$ cat src/rtl/uart_native_responder.sv
// uart_native_responder: native valid/ready register slave with 8N1 UART TX/RX engines.
// Define UART_RTS_CTS_EN to add the cts input / rts output flow-control pins.
module uart_native_responder #(
    parameter int unsigned DATA_W  = 32,
    parameter int unsigned ADDR_W  = 3,
    parameter logic [15:0] DIV_RST = 16'd100
) (
    input  logic                clk,
    input  logic                reset,
    input  logic                valid,
    input  logic [ADDR_W-1:0]   addr,
    input  logic [DATA_W-1:0]   wdata,
    input  logic [DATA_W/8-1:0] wstrb,
    output logic [DATA_W-1:0]   rdata,
    output logic                ready,
    output logic                txd,
    input  logic                rxd
`ifdef UART_RTS_CTS_EN
    ,
    input  logic                cts,
    output logic                rts
`endif
);

    localparam logic [ADDR_W-1:0] A_SOFTRESET = ADDR_W'(0);
    localparam logic [ADDR_W-1:0] A_DIV       = ADDR_W'(1);
    localparam logic [ADDR_W-1:0] A_TXDATA    = ADDR_W'(2);
    localparam logic [ADDR_W-1:0] A_TXEN      = ADDR_W'(3);
    localparam logic [ADDR_W-1:0] A_RXEN      = ADDR_W'(4);
    localparam logic [ADDR_W-1:0] A_TXREADY   = ADDR_W'(5);
    localparam logic [ADDR_W-1:0] A_RXREADY   = ADDR_W'(6);
    localparam logic [ADDR_W-1:0] A_RXDATA    = ADDR_W'(7);

    typedef enum logic [1:0] {S_IDLE, S_START, S_DATA, S_STOP} uart_state_e;

    // Bus request and write pipeline
    logic              accept;
    logic              is_wr;
    logic              wr_pend;
    logic [ADDR_W-1:0] wr_addr;
    logic [15:0]       wr_data;
    logic [DATA_W-1:0] rd_val;
    logic              unused_wdata;

    // Control / status registers
    logic [15:0] div_q;
    logic        tx_en;
    logic        rx_en;
    logic        rx_valid;
    logic [7:0]  rx_buf;
    logic [15:0] period;
    logic [15:0] half;
    logic        soft_rst;
    logic        tx_load;
    logic        tx_ready;
    logic        rx_read;
    logic        cts_ok;

    // TX engine
    uart_state_e tx_state, tx_state_n;
    logic [15:0] tx_cnt, tx_cnt_n;
    logic [2:0]  tx_bit, tx_bit_n;
    logic [7:0]  tx_shift, tx_shift_n;
    logic        txd_n;
    logic        tx_end;

    // RX engine
    uart_state_e rx_state, rx_state_n;
    logic [15:0] rx_cnt, rx_cnt_n;
    logic [2:0]  rx_bit, rx_bit_n;
    logic [7:0]  rx_shift, rx_shift_n;
    logic        rx_s1, rx_s2, rx_prev;
    logic        rx_fall;
    logic        rx_end;
    logic        rx_done;

    assign accept       = valid & ~ready;
    assign is_wr        = |wstrb;
    assign unused_wdata = ^wdata[DATA_W-1:16];

    assign period  = (div_q == 16'd0) ? 16'd1 : div_q;
    assign half    = period >> 1;
    assign tx_end  = tx_cnt >= (period - 16'd1);
    assign rx_end  = rx_cnt >= (period - 16'd1);
    assign rx_fall = rx_prev & ~rx_s2;

    // Writes take effect on the edge that closes their ready cycle
    assign soft_rst = wr_pend && (wr_addr == A_SOFTRESET) && wr_data[0];
    assign tx_load  = wr_pend && (wr_addr == A_TXDATA) && tx_ready;
    assign tx_ready = tx_en && (tx_state == S_IDLE) && cts_ok;
    assign rx_read  = accept && !is_wr && (addr == A_RXDATA);

`ifdef UART_RTS_CTS_EN
    logic cts_s1, cts_s2;

    always_ff @(posedge clk or posedge reset) begin
        if (reset) begin
            cts_s1 <= 1'b0;
            cts_s2 <= 1'b0;
        end else begin
            cts_s1 <= cts;
            cts_s2 <= cts_s1;
        end
    end

    assign cts_ok = cts_s2;
    assign rts    = rx_en & ~rx_valid;
`else
    assign cts_ok = 1'b1;
`endif

    // Read mux: write-only addresses and all writes return zero
    always_comb begin
        rd_val = '0;
        if (!is_wr) begin
            case (addr)
                A_TXREADY: rd_val = DATA_W'(tx_ready);
                A_RXREADY: rd_val = DATA_W'(rx_valid);
                A_RXDATA:  rd_val = DATA_W'(rx_buf);
                default:   rd_val = '0;
            endcase
        end
    end

    always_ff @(posedge clk or posedge reset) begin
        if (reset) begin
            ready   <= 1'b0;
            rdata   <= '0;
            wr_pend <= 1'b0;
            wr_addr <= '0;
            wr_data <= '0;
        end else begin
            ready   <= accept;
            rdata   <= accept ? rd_val : '0;
            wr_pend <= accept & is_wr;
            if (accept) begin
                wr_addr <= addr;
                wr_data <= wdata[15:0];
            end
        end
    end

    always_ff @(posedge clk or posedge reset) begin
        if (reset) begin
            div_q    <= DIV_RST;
            tx_en    <= 1'b0;
            rx_en    <= 1'b0;
            rx_valid <= 1'b0;
            rx_buf   <= 8'h00;
        end else begin
            if (soft_rst) begin
                tx_en <= 1'b0;
                rx_en <= 1'b0;
            end else if (wr_pend) begin
                case (wr_addr)
                    A_DIV:   div_q <= wr_data;
                    A_TXEN:  tx_en <= wr_data[0];
                    A_RXEN:  rx_en <= wr_data[0];
                    default: ;
                endcase
            end
            // A completing byte beats a same-cycle RXDATA read
            if (soft_rst) begin
                rx_valid <= 1'b0;
            end else if (rx_done) begin
                rx_valid <= 1'b1;
                rx_buf   <= rx_shift;
            end else if (rx_read) begin
                rx_valid <= 1'b0;
            end
        end
    end

    always_ff @(posedge clk or posedge reset) begin
        if (reset) begin
            tx_state <= S_IDLE;
            tx_cnt   <= 16'd0;
            tx_bit   <= 3'd0;
            tx_shift <= 8'h00;
            txd      <= 1'b1;
        end else begin
            tx_state <= tx_state_n;
            tx_cnt   <= tx_cnt_n;
            tx_bit   <= tx_bit_n;
            tx_shift <= tx_shift_n;
            txd      <= txd_n;
        end
    end

    always_comb begin
        tx_state_n = tx_state;
        tx_cnt_n   = tx_cnt;
        tx_bit_n   = tx_bit;
        tx_shift_n = tx_shift;
        txd_n      = txd;
        if (soft_rst) begin
            tx_state_n = S_IDLE;
            tx_cnt_n   = 16'd0;
            tx_bit_n   = 3'd0;
            txd_n      = 1'b1;
        end else begin
            case (tx_state)
                S_IDLE: begin
                    txd_n = 1'b1;
                    if (tx_load) begin
                        tx_state_n = S_START;
                        tx_shift_n = wr_data[7:0];
                        tx_cnt_n   = 16'd0;
                        txd_n      = 1'b0;
                    end
                end
                S_START: begin
                    tx_cnt_n = tx_cnt + 16'd1;
                    if (tx_end) begin
                        tx_state_n = S_DATA;
                        tx_cnt_n   = 16'd0;
                        tx_bit_n   = 3'd0;
                        txd_n      = tx_shift[0];
                    end
                end
                S_DATA: begin
                    tx_cnt_n = tx_cnt + 16'd1;
                    if (tx_end) begin
                        tx_cnt_n = 16'd0;
                        if (tx_bit == 3'd7) begin
                            tx_state_n = S_STOP;
                            txd_n      = 1'b1;
                        end else begin
                            tx_bit_n   = tx_bit + 3'd1;
                            tx_shift_n = {1'b0, tx_shift[7:1]};
                            txd_n      = tx_shift[1];
                        end
                    end
                end
                S_STOP: begin
                    tx_cnt_n = tx_cnt + 16'd1;
                    if (tx_end) begin
                        tx_state_n = S_IDLE;
                        tx_cnt_n   = 16'd0;
                    end
                end
                default: tx_state_n = S_IDLE;
            endcase
        end
    end

    // rxd is asynchronous: two-flop synchronizer plus edge history
    always_ff @(posedge clk or posedge reset) begin
        if (reset) begin
            rx_s1    <= 1'b1;
            rx_s2    <= 1'b1;
            rx_prev  <= 1'b1;
            rx_state <= S_IDLE;
            rx_cnt   <= 16'd0;
            rx_bit   <= 3'd0;
            rx_shift <= 8'h00;
        end else begin
            rx_s1    <= rxd;
            rx_s2    <= rx_s1;
            rx_prev  <= rx_s2;
            rx_state <= rx_state_n;
            rx_cnt   <= rx_cnt_n;
            rx_bit   <= rx_bit_n;
            rx_shift <= rx_shift_n;
        end
    end

    always_comb begin
        rx_state_n = rx_state;
        rx_cnt_n   = rx_cnt;
        rx_bit_n   = rx_bit;
        rx_shift_n = rx_shift;
        rx_done    = 1'b0;
        if (soft_rst) begin
            rx_state_n = S_IDLE;
            rx_cnt_n   = 16'd0;
            rx_bit_n   = 3'd0;
        end else begin
            case (rx_state)
                S_IDLE: begin
                    if (rx_en && rx_fall) begin
                        rx_state_n = S_START;
                        rx_cnt_n   = 16'd0;
                    end
                end
                S_START: begin
                    rx_cnt_n = rx_cnt + 16'd1;
                    if (rx_cnt >= half) begin
                        rx_state_n = rx_s2 ? S_IDLE : S_DATA;
                        rx_cnt_n   = 16'd0;
                        rx_bit_n   = 3'd0;
                    end
                end
                S_DATA: begin
                    rx_cnt_n = rx_cnt + 16'd1;
                    if (rx_end) begin
                        rx_cnt_n   = 16'd0;
                        rx_shift_n = {rx_s2, rx_shift[7:1]};
                        if (rx_bit == 3'd7) begin
                            rx_state_n = S_STOP;
                        end else begin
                            rx_bit_n = rx_bit + 3'd1;
                        end
                    end
                end
                S_STOP: begin
                    rx_cnt_n = rx_cnt + 16'd1;
                    if (rx_end) begin
                        rx_state_n = S_IDLE;
                        rx_cnt_n   = 16'd0;
                        rx_done    = rx_s2;
                    end
                end
                default: rx_state_n = S_IDLE;
            endcase
        end
    end

endmodule

$ cat config.mk
export PLATFORM = sky130hd
export DESIGN_NAME = uart_native_responder
export DESIGN_NICKNAME = d
export VERILOG_FILES = /design/src/rtl/uart_native_responder.sv
export SDC_FILE = /design/constraint.sdc
export NUM_CORES = 1
export LEC_CHECK = 0
export ABC_AREA = 0
export CORE_UTILIZATION = 50
export CTS_BUF_LIST = sky130_fd_sc_hd__clkbuf_4 sky130_fd_sc_hd__clkbuf_8 sky130_fd_sc_hd__clkbuf_16
export DETAILED_ROUTE_END_ITERATION = 12
export GPL_TIMING_DRIVEN = 1
export HOLD_SLACK_MARGIN = 0.06
export PLACE_DENSITY = 0.72
export SKIP_CTS_REPAIR_TIMING = 1
export SYNTH_ARGS = -nofsm -noshare
export SYNTH_HDL_FRONTEND = slang
export SYNTH_SLANG_ARGS = --single-unit
$ cat constraint.sdc
create_clock -name clk -period 6.9 [get_ports clk]
set_clock_uncertainty 0.2 [all_clocks]
set_input_delay 1.38 -clock clk [delete_from_list [all_inputs] [get_ports clk]]
set_output_delay 1.38 -clock clk [all_outputs]
set_load 0.005 [all_outputs]
==> key figures <==
Run status
  • Status: completed

Logic synthesis
  • Synth warn: 0
  • XOR/XNOR share of the synthesized area: 0.0190
  • Sequential element share of the synthesized area: 0.428
  • Synth Area in Compound Gates: 0.146
  • Ys async rst share: 1.00
  • Post-Synth Adder-Cell Area: 0.101
  • Largest family of logic cells by synthesized area: simple AND/OR/NAND/NOR gates
  • Post-Synth Simple-Gate Area: 0.185
  • EDFF count, synth: 0
  • Cell variety after synth: 70
  • Avg Synthesized Cell Area: 9.89 µm²
  • Post-Synthesis Cell Area: 6920 µm²
  • Post-synthesis mux area share: 0.0631
  • Cells after synthesis: 700
  • Count of state elements after synthesis: 118
  • Synth Flop Type: dfrtp_1

Route
  • Via count: 5338
  • DRC violations left: 0
  • Routed vias/inst: 5.79
  • Final ANT Viol Nets: 0
  • Drt initial violations: roughly 410
  • Drt wl/cell: 16.9 µm
  • WL final: 15.6 mm
  • Drt first pass iters: 5

Timing
  • Tmin final: 5.76 ns
  • Worst Hold Slack: roughly 0.17 ns
  • Part of the cycle the worst path needs: 0.835
  • Final hold vios: 0
  • Fmax: 174 MHz
  • Slew Limit Fails: 0
  • Final worst slack: 1.14 ns
  • Worst slew margin: 0.240
  • Endpoints failing setup: 0
  • Least-Margin Pin Slew: 1.14 ns
  • RSZ-0062 raised after global routing: no
  • Setup TNS: 0 ns

Power and ir drop
  • Leakage: roughly 3.6 nW
  • Power, Total: 2.89 mW
  • Peak VDD IR: 0.197 mV
  • Pwr dens: 366 nW/µm²

Critical path
  • Crit path capture: tx_cnt[15]
  • Crit path DAT: roughly 6 ns
  • R2R Path End: tx_cnt[15]
  • Slowest Stage Delay on Critical Path: 0.89 ns
  • R2R Path Start: div_q[9]
  • Worst-path cell chain: or4_4 > or4_1 > nor2_1 > a21oi_1 > ha_1 > and3_1 > nand2_1 > nor3_1 > xnor2_1 > ha_1 > nand2_1 > o21ai_0 > a2111o_1 > a41o_1 > a21boi_1 > a21oi_1 > o21ai_0
  • Crit path launch: div_q[9]
  • Reg2Reg Setup Slack: 1.14 ns
  • R2R cell count: 17
  • CP Max Fanout: 14
  • Required time of the critical path: 7.02 ns
  • Worst path slowest cell: a21boi_1
  • Setup CP Type: reg2reg
  • Startpoint Class: register
  • CP Capture Type: register

Clocking
  • Clock Latency Late Sink: 0.42 ns
  • Worst-path clk slew: 0.06 ns
  • CTS sink cnt: approximately 120
  • Clock buffer depth: 2
  • H-tree depth: 4
  • Root buffer cell: clkbuf_16
  • Total CTS buffers: 17
  • CTS tree: yes

Placed design
  • HPWL Detailed: 11.1 mm
  • # port buffers: 36
  • DP Worst Slack: 1.24 ns
  • Routability cong.: 0.877
  • Placed instance count: 890
  • DP Area: 7340 µm²

Final layout
  • Most common cell after layout, fill and taps aside: dfrtp_1
  • Layout cells sized above 1: 0.125
  • Final Instance Area: 7880 µm²
  • Final Core Density: 0.590
  • Ant. Diodes: 0
  • Syn-to-layout area delta: 13.8%
  • Nets: between 800 and 900
  • Non-Filler Instances: 922
  • Fill cell count: 1103
  • Most frequent cells in the layout: dfrtp_1 (111), nand2_1 (77), ha_1 (56), o21ai_0 (44)

Global routing
  • Initial antenna violation count: 0
  • GR Overflow Total: 0
  • Number of global-route vias before repair: 5326
  • Pin count of the biggest net entering global routing: 70
  • Gr usage total: 0.234
  • Global-route wire length before repair: ~26 mm

Floorplan
  • Initial Utilization: 0.518
  • Core Area: ~13000 µm²
  • Die area: 14300 µm²
  • Rows: 42
  • Die Span X: 120 µm
  • Die height: 120 µm
  • Boundary pin count: 77

Run
  • Max-cap violations: 0

Worst hold path
  • Hold crit path type: reg2reg
sequential cells by signal, summed over array words and instances, names as in the netlist, 2 cells and up:
register	cells
tx_bit	3
rx_cnt	16
wr_data	16
rx_shift	8
rx_bit	3
tx_state	2
rx_buf	8
wr_addr	3
rx_state	2
tx_cnt	16
rdata	8
tx_shift	8
div_q	16
worst min-delay path by stage:
stage	from	to	slack (ns)	cells after the start
2_1_floorplan	rx_s1	rx_s2	0.15	0
3_3_place_gp	rx_s1	rx_s2	0.15	0
3_5_place_dp	rx_s1	rx_s2	0.15	0
4_1_cts	rx_s1	rx_s2	0.16	0
5_1_grt	rx_s1	rx_s2	0.16	0
6_report	rx_s1	rx_s2	0.17	0
cells in the mapped netlist, drive strengths merged, types with 8 or more instances:
library cell,n,area [µm²]
mux2,37,417
o21ai,48,244
a21oi,27,135
inv,30,113
nor2b,12,75.1
clkbuf,15,56.3
xnor2,15,131
nand2b,15,93.8
nand3,20,100
nor2,36,135
nor3,25,135
dfrtp,111,2780
buf,33,224
and2,9,56.3
and3,8,50.1
or3,13,81.3
nand2,78,295
ha,56,701
critical path: cells and delay by family, from the launching register on:
family | cells | cell delay, ns
flip-flops | 1 | 0.48
AND/OR/NAND/NOR | 7 | 1.78
XOR/XNOR | 1 | 0.38
adder cells (fa/ha/maj) | 2 | 0.57
AO/OA/AOI/OAI | 7 | 2.27
area by class of cell:
cell class,count,area [µm²],share of cell area
clock buffer,18,433,0.0549
tap,176,220,0.0279
inverter,30,115,0.0146
timing repair buffer,39,383,0.0486
clock inverter,14,105,0.0133
multi-input combinational,527,3660,0.465
sequential,118,2960,0.376
layer usage:
metal | wire, µm | global-route usage
met1 | 6920 | 0.295
met2 | 7830 | 0.387
met3 | 623 | 0.0604
met4 | 244 | 0.0859
met5 | 0 | 0
power by group:
group          total (mW)  switching [mW]  leakage (nW)  internal, mW
combinational        1.11           0.652          1.76         0.454
clock               0.798           0.335         0.252         0.463
sequential          0.982           0.151          1.54         0.831
total                2.89            1.14          3.55          1.75
kinds of logic after synthesis:
group	after synthesis
AOI/OAI and AO/OA	145
xor gates and xnor gates	15
adders and majority gates	56
buffers and inverters	78
DFF	118
muxes	39
other	1
and+or+nand+nor	248
No activity file was read; power rests on OpenSTA's default activity.
